### src/rtl/serial_frame_sync_pkg.sv
// Shared types and defaults for the serial frame synchroniser.
package serial_frame_sync_pkg;

    // Receiver state: hunting for the sync pattern, or capturing payload bits.
    typedef enum logic {
        ST_HUNT    = 1'b0,
        ST_CAPTURE = 1'b1
    } state_e;

    // Default sync pattern; the first-received bit is the MSB.
    localparam logic [3:0] DEF_SYNC_PATTERN = 4'b1011;

endpackage

### src/rtl/serial_frame_sync_window.sv
// Sync hunter: sliding window of accepted bits, a saturating fill counter
// and a comparator.
// match is combinational. It looks at the window plus the bit now on Din,
// so the FSM can leave HUNT on the very edge that accepts the last sync bit.
module sync_window #(
    parameter int              SYNC_W       = 4,
    parameter logic [SYNC_W-1:0] SYNC_PATTERN = 4'b1011
) (
    input  logic clk,
    input  logic Reset,
    input  logic En,
    input  logic clr,
    input  logic Din,
    output logic match
);
    localparam int FW = $clog2(SYNC_W + 1);

    logic [SYNC_W-2:0] win;
    logic [FW-1:0]     fill;
    logic [SYNC_W-1:0] cand;

    assign cand = {win, Din};

    // fill blocks matches on reset-zero history (important when the pattern has leading zeros).
    assign match = (fill >= FW'(SYNC_W - 1)) && (cand == SYNC_PATTERN);

    // Shift accepted bits into the window; clr wipes the history so that a
    // fresh hunt needs a complete pattern.
    always_ff @(posedge clk or negedge Reset) begin
        if (!Reset) begin
            win  <= '0;
            fill <= '0;
        end else if (clr) begin
            win  <= '0;
            fill <= '0;
        end else if (En) begin
            win <= cand[SYNC_W-2:0];
            if (fill != FW'(SYNC_W))
                fill <= fill + 1'b1;
        end
    end

endmodule

### src/rtl/serial_frame_sync.sv
// Serial frame synchroniser.
// It hunts for a sync pattern, deserialises the next DATA_W bits MSB-first,
// pulses Valid with each new word and keeps a saturating frame count.
module serial_frame_sync
    import serial_frame_sync_pkg::*;
#(
    parameter int                SYNC_W       = 4,
    parameter logic [SYNC_W-1:0] SYNC_PATTERN = DEF_SYNC_PATTERN,
    parameter int                DATA_W       = 8,
    parameter int                CNT_W        = 8
) (
    input  logic              clk,
    input  logic              Reset,
    input  logic              Din,
    input  logic              En,
    output logic [DATA_W-1:0] Data,
    output logic              Valid,
    output logic              Locked,
    output logic [CNT_W-1:0]  FrameCnt
);
    localparam int BW = $clog2(DATA_W + 1);

    generate
        if (SYNC_W < 2 || DATA_W < 1) begin : g_bad_param
            $error("serial_frame_sync: SYNC_W must be >= 2 and DATA_W >= 1");
        end
    endgenerate

    state_e            state, state_nx;
    logic              match, hit, last, clr;
    logic [DATA_W-1:0] payload, pl_next;
    logic [DATA_W:0]   pl_ext;
    logic [BW-1:0]     bitcnt;

    // Window is held clear for the whole capture, so the payload can never seed a relock.
    assign hit    = En && (state == ST_HUNT) && match;
    assign last   = En && (state == ST_CAPTURE) && (bitcnt == BW'(DATA_W - 1));
    assign clr    = (state == ST_CAPTURE) || hit;
    assign Locked = (state == ST_CAPTURE);

    // Widen by one bit so the shift also works for DATA_W=1.
    assign pl_ext  = {payload, Din};
    assign pl_next = pl_ext[DATA_W-1:0];

    sync_window #(
        .SYNC_W       (SYNC_W),
        .SYNC_PATTERN (SYNC_PATTERN)
    ) u_win (
        .clk   (clk),
        .Reset (Reset),
        .En    (En),
        .clr   (clr),
        .Din   (Din),
        .match (match)
    );

    // State register.
    always_ff @(posedge clk or negedge Reset) begin
        if (!Reset) state <= ST_HUNT;
        else        state <= state_nx;
    end

    // Next-state logic: a match enters CAPTURE and the last payload bit returns to HUNT.
    always_comb begin
        state_nx = state;
        case (state)
            ST_HUNT:    if (hit)  state_nx = ST_CAPTURE;
            ST_CAPTURE: if (last) state_nx = ST_HUNT;
            default:    state_nx = ST_HUNT;
        endcase
    end

    // Payload shift, bit count, output word, Valid pulse and saturating frame count.
    always_ff @(posedge clk or negedge Reset) begin
        if (!Reset) begin
            payload  <= '0;
            bitcnt   <= '0;
            Data     <= '0;
            Valid    <= 1'b0;
            FrameCnt <= '0;
        end else begin
            Valid <= 1'b0;
            if (hit) begin
                payload <= '0;
                bitcnt  <= '0;
            end else if (En && state == ST_CAPTURE) begin
                payload <= pl_next;
                bitcnt  <= bitcnt + 1'b1;
                if (last) begin
                    Data   <= pl_next;
                    Valid  <= 1'b1;
                    bitcnt <= '0;
                    if (FrameCnt != '1)
                        FrameCnt <= FrameCnt + 1'b1;
                end
            end
        end
    end

endmodule

### config.mk
export PLATFORM = sky130hd
export DESIGN_NAME = serial_frame_sync
export DESIGN_NICKNAME = d
export VERILOG_FILES = /design/src/rtl/serial_frame_sync_pkg.sv /design/src/rtl/serial_frame_sync_window.sv /design/src/rtl/serial_frame_sync.sv
export SDC_FILE = /design/constraint.sdc
export NUM_CORES = 1
export LEC_CHECK = 0
export CAP_MARGIN = 30
export CORE_AREA = 5 5 62 64
export CTS_BUF_LIST = sky130_fd_sc_hd__clkbuf_2 sky130_fd_sc_hd__clkbuf_4 sky130_fd_sc_hd__clkbuf_8
export CTS_CLUSTER_SIZE = 20
export DETAILED_ROUTE_END_ITERATION = 10
export DIE_AREA = 0 0 67 69
export GPL_ROUTABILITY_DRIVEN = 0
export PLACE_DENSITY = 0.79
export SLEW_MARGIN = 20
export SYNTH_ARGS = -nofsm -noshare
export SYNTH_HDL_FRONTEND = slang
export SYNTH_SLANG_ARGS = --single-unit
### constraint.sdc
create_clock -name clk -period 3.21 [get_ports clk]
set_clock_uncertainty 0.15 [all_clocks]
set_input_delay 0.642 -clock clk [delete_from_list [all_inputs] [get_ports clk]]
set_output_delay 0.642 -clock clk [all_outputs]
set_load 0.1 [all_outputs]
* Yosys cells after proc, flatten, opt, wreduce, memory -nomap -nowiden *
Cells that the tools add are included.

storage, ports and cells
  flip-flop bits (word level) = 35
  input port bits = 4
  output and inout bits = 18

cells by class
  add/sub/neg operators = 3
  magnitude comparators = 1
  equal/unequal tests = 4
  multiplexer cells = 16
  bitwise logic cells = 2
  reductions and logical operators = 12

operators by type and width
  operator             number
  $mux 3               5
  $mux 7               2
  $mux 4               3
  $add 8x1->8 const B  1
  $ne 8x8->1 const B   1
  $reduce_bool 2->1    3
  $logic_and 1x1->1    5
  $mux 1               5
  $add 4x1->4 const B  1
  $eq 4x3->1 const B   1
  $eq 4x4->1 const B   1
  $reduce_and 4->1     1
  $add 3x1->3 const B  1
  $ge 3x2->1 const B   1
  $ne 3x3->1 const B   1
  $reduce_and 3->1     1
  $not 1->1            2
  $pmux 1 s2           1
  $reduce_and 2->1     1
  $logic_or 1x1->1     1

* Logic depth before layout (Yosys ltp) *
  word-level depth = 6
  mapped depth = 7
  gate-level depth less buffers = 6

* Cells and area by module *
A second synthesis with hierarchy kept.

unflattened totals
  cells, all modules = 131
  area, all modules = 1592.8 um^2

by module, submodules not included
  module             instances  cells an instance  area each (um^2)  seq. area each (um^2)
  serial_frame_sync  1          100                1256.2            725.7
  sync_window        1          31                 336.6             150.1

* Least setup slack after synthesis *
OpenSTA, ideal clock, no wires.

  path type = register to register
  start = register FrameCnt[0]
  end = register FrameCnt[1]
  data arrival time = 2.071 ns
  data required time = 2.934 ns
  setup slack = 0.863 ns
  cell stages (with the launch flop) = 5
  period minus slack after synthesis = 2.347 ns
  path through = dfrtp_1 -> ha_1 -> nand4_1 -> o211ai_4 -> mux2_2

on the way
  cells in the longest elaborated chain, start to end = 2

RTL lines
  item                                                 line                     RTL
  start, declared                                      serial_frame_sync.sv:19  output logic [CNT_W-1:0] FrameCnt
  start signal, assigned                               serial_frame_sync.sv:94  FrameCnt <= FrameCnt + 1'b1;
  branches (longest 2 deep; another with $add 8x1->8)  n/a

Parallel ways; which one is timed is not known.
A chain may end at the register's enable or synchronous reset.

* Final worst setup path *
  start = input En
  end = register FrameCnt[7]

on the way
  cells in the longest elaborated chain, start to end = 4

RTL lines
  item                                 line                     RTL
  start, declared                      serial_frame_sync.sv:15  input logic En,
  $logic_and 1x1->1 (2 in a row)       serial_frame_sync.sv:36  assign hit = En && (state == ST_HUNT) && match;
  $not 1->1 (no source line)           n/a
  $reduce_and 4->1 (no source line) *  n/a

Mark *: on every way between the ends. The rest lies on a longest branch, timed or not.

==> reports/results.ini <==
[logic_synthesis]
yosysTopAreaCellShare_pct = 56.3
syn_area_um2 = 1560
synth_largest_area_cell = dfrtp_1
seq_area_frac_synth_pct = 56.3
synth_edf_count = 0
ys_seq_elements = 35
synthArstFlopShare_pct = 100
ys_types = 33
syn_nets = 133
yosysMostFrequentCell = dfrtp_1
synthFlopType = dfrtp_1
avgSynthCellArea_um2 = 12.6
synth_commonest_cells = dfrtp_1 (35), a22o_1 (10), mux2_2 (9)
synthTopCellsByArea = dfrtp_1 (56%), mux2_2 (6.5%), a22o_1 (5.6%)
synth_warnings = 0
netlist_instances = 124

[power_and_ir_drop]
clockPowerShare_pct = 19.6
pwr-share-seq_pct = 42.5
p_comb_share_pct = 37.9
leakage_nw = 0.924
switching_share_pct = 41.8
p_per_area_nw_per_um2 = 864
ir_drop_uv = 343
switching_power_w = 0.000668
p_int_w = 0.000929

[layout]
fill_cells = 271
fin_nets = 160
final_area_um2 = 1850
syn2layout_area_growth_pct = 18.7
drive_gt1_share_pct = 29.6
num_antenna_cells = 0

[route]
route.met3.wl_um = 86
wire_per_inst_um = 13.2
top_layer_used = met4
drt_pass1_iterations = 4
drc = 0
ant_nets = 0
vias = 1020
drt_iter0_markers = 28
detail_route.vias_per_cell = 5.15
wl_met2_um = 1270
drt-met1-wl_um = 1240
wirelength_um = 2610

[sta]
rsz0062_at_grt = no
post-route-period-util_pct = 71.6
setup_viol = 0
fmax_ghz = 0.435
tightest_slew_ns = 0.506
period_minus_slack_ns = 2.30
fin_tns_setup_ns = 0
hold_violations = 0
slew_violations = 0
slew_headroom_pct = 66.2

[floorplanning]
num_rows = 21
die-area_um2 = 4620
design.core.area_um2 = 3230
start_util_pct = 48.2
die-height_um = 69
dieWidth_um = 67
io_pins = 22

[worst_setup_path]
path_delay_family = simple AND/OR/NAND/NOR gates
reg2regPathDepth = 4
worstPathArrival_ns = 2.40
worstSetupEndpoint = FrameCnt[7]$_DFFE_PN0P_
cp_slowest_cell = clkdlybuf4s50_1
crit_path_start = En
path_depth = 5
path_class = input pin to flip-flop
reg2reg_to = Data[6]$_DFFE_PN0P_
crit_path_end_kind = flip-flop
reg2reg_slack_ns = 1.31
path_cells = clkdlybuf4s50_1 > and2_1 > o211ai_4 > nor4_2 > xor2_1
path_buf_inv = 1
reg2reg_from = bitcnt[0]$_DFFE_PN0P_
crit_required_ns = 3.31
slowest_delay_ns = 0.67
cp_max_fo = 10
start_kind = input pin

[grt]
grt_use_total_pct = 12.9
grt_max_degree = 36
grt_first_pass_wirelength_um = 4660
antenna_found_initial = 0
grt_pass1_vias = 1024
grt-ovfl-total = 0

[clock_network]
clock_latency_ns = 0.33
cts.clk_slew.worst_paths_ns = 0.12
cts_setup_buffers = 0
cts.path.max_buffers = 2
cts_sinks = 35
cts_resized = 0
holdBufCountCts = 0
clockRootBuffer = clkbuf_4
cts_buffers = 5
cts_tree = built
htreeDepth = 2

[placed_design]
portBuffers = 21
placed_area_um2 = 1770
hpwl_um = 1890

[run]
drv_cap = 0

[min_path]
hold_path_class = flip-flop to flip-flop
hold_depth = 1

[outcome]
status = finished, final reports clean

[worst min path at each step]
| stage | start | endpoint |
|---|---|---|
| global placement | payload[6]$_DFFE_PN0P_ | payload[6]$_DFFE_PN0P_ |
| floorplan | Reset | Data[0]$_DFFE_PN0P_ |
| CTS | payload[6]$_DFFE_PN0P_ | payload[6]$_DFFE_PN0P_ |
| finish | Data[3]$_DFFE_PN0P_ | Data[3]$_DFFE_PN0P_ |
| detailed placement | Data[3]$_DFFE_PN0P_ | Data[3]$_DFFE_PN0P_ |
| global route | payload[6]$_DFFE_PN0P_ | payload[6]$_DFFE_PN0P_ |
[sequential cells by signal (all words and copies together), names as in the netlist]
| signal | cells |
|---|---|
| Valid | 1 |
| bitcnt | 4 |
| u_win.fill | 3 |
| Locked | 1 |
| u_win.win | 3 |
| FrameCnt | 8 |
| payload | 7 |
| Data | 8 |
[stage by stage]
stage / utilization (%) / hold slack [ns] / setup slack (ns) / power [W] / cells
floorplan: - / 0.196 / 0.863 / 0.00116 / 124
global placement: 54.7 / 0.335 / 0.643 / 0.00127 / 190
detailed placement: 54.7 / 0.351 / 0.573 / 0.00130 / 190
CTS: 57.2 / 0.374 / 0.909 / 0.00161 / 198
global route: 57.2 / 0.388 / 0.783 / 0.00169 / 198
finish: 57.2 / 0.371 / 0.912 / 0.00160 / 198
[layout make-up]
cell class,count,area (µm²),share of cell area (%)
well taps,46,57.6,3.11
multi-input cells,80,631,34.1
repair buffers,23,180,9.75
flip-flops and latches,35,876,47.4
clock inverters,3,43.8,2.37
clock buffers,5,37.5,2.03
inverters,6,22.5,1.22
[cells by family (layout without fill, tap and decap cells)]
family	after synthesis	count (layout)	share of synthesized area, %
AND/OR/NAND/NOR	33	33	12.1
AO/OA/AOI/OAI	23	23	12.1
multiplexers	12	12	8.44
adder cells (fa/ha/maj)	5	5	4.02
buffers and inverters	9	37	3.21
XOR/XNOR	7	7	3.94
flip-flops	35	35	56.3
[cell usage in the layout (no fill, tap or decap), drive strengths merged, types with 5 or more instances in the layout]
master,netlist,routed
dfrtp,35,35
a22o,10,10
ha,5,5
nor2,9,9
xor2,5,5
inv,6,6
nand2,6,6
buf,3,20
clkbuf,0,5
mux2,9,9
[layer usage]
layer  GRT usage [%]  vias up
li1                -      492
met1            16.8      511
met2            19.7       15
met3            4.06        2
met4            5.18        0
met5               0        -
[power groups by stage]
| stage | clock, W | combinational, W | sequential (W) |
|---|---|---|---|
| floorplan | 0 | 0.000248 | 0.000909 |
| global placement | 0 | 0.000599 | 0.000674 |
| detailed placement | 0 | 0.000610 | 0.000687 |
| CTS | 0.000321 | 0.000611 | 0.000679 |
| global route | 0.000340 | 0.000654 | 0.000698 |
| finish | 0.000313 | 0.000604 | 0.000679 |
(Power assumes the default switching activity.)
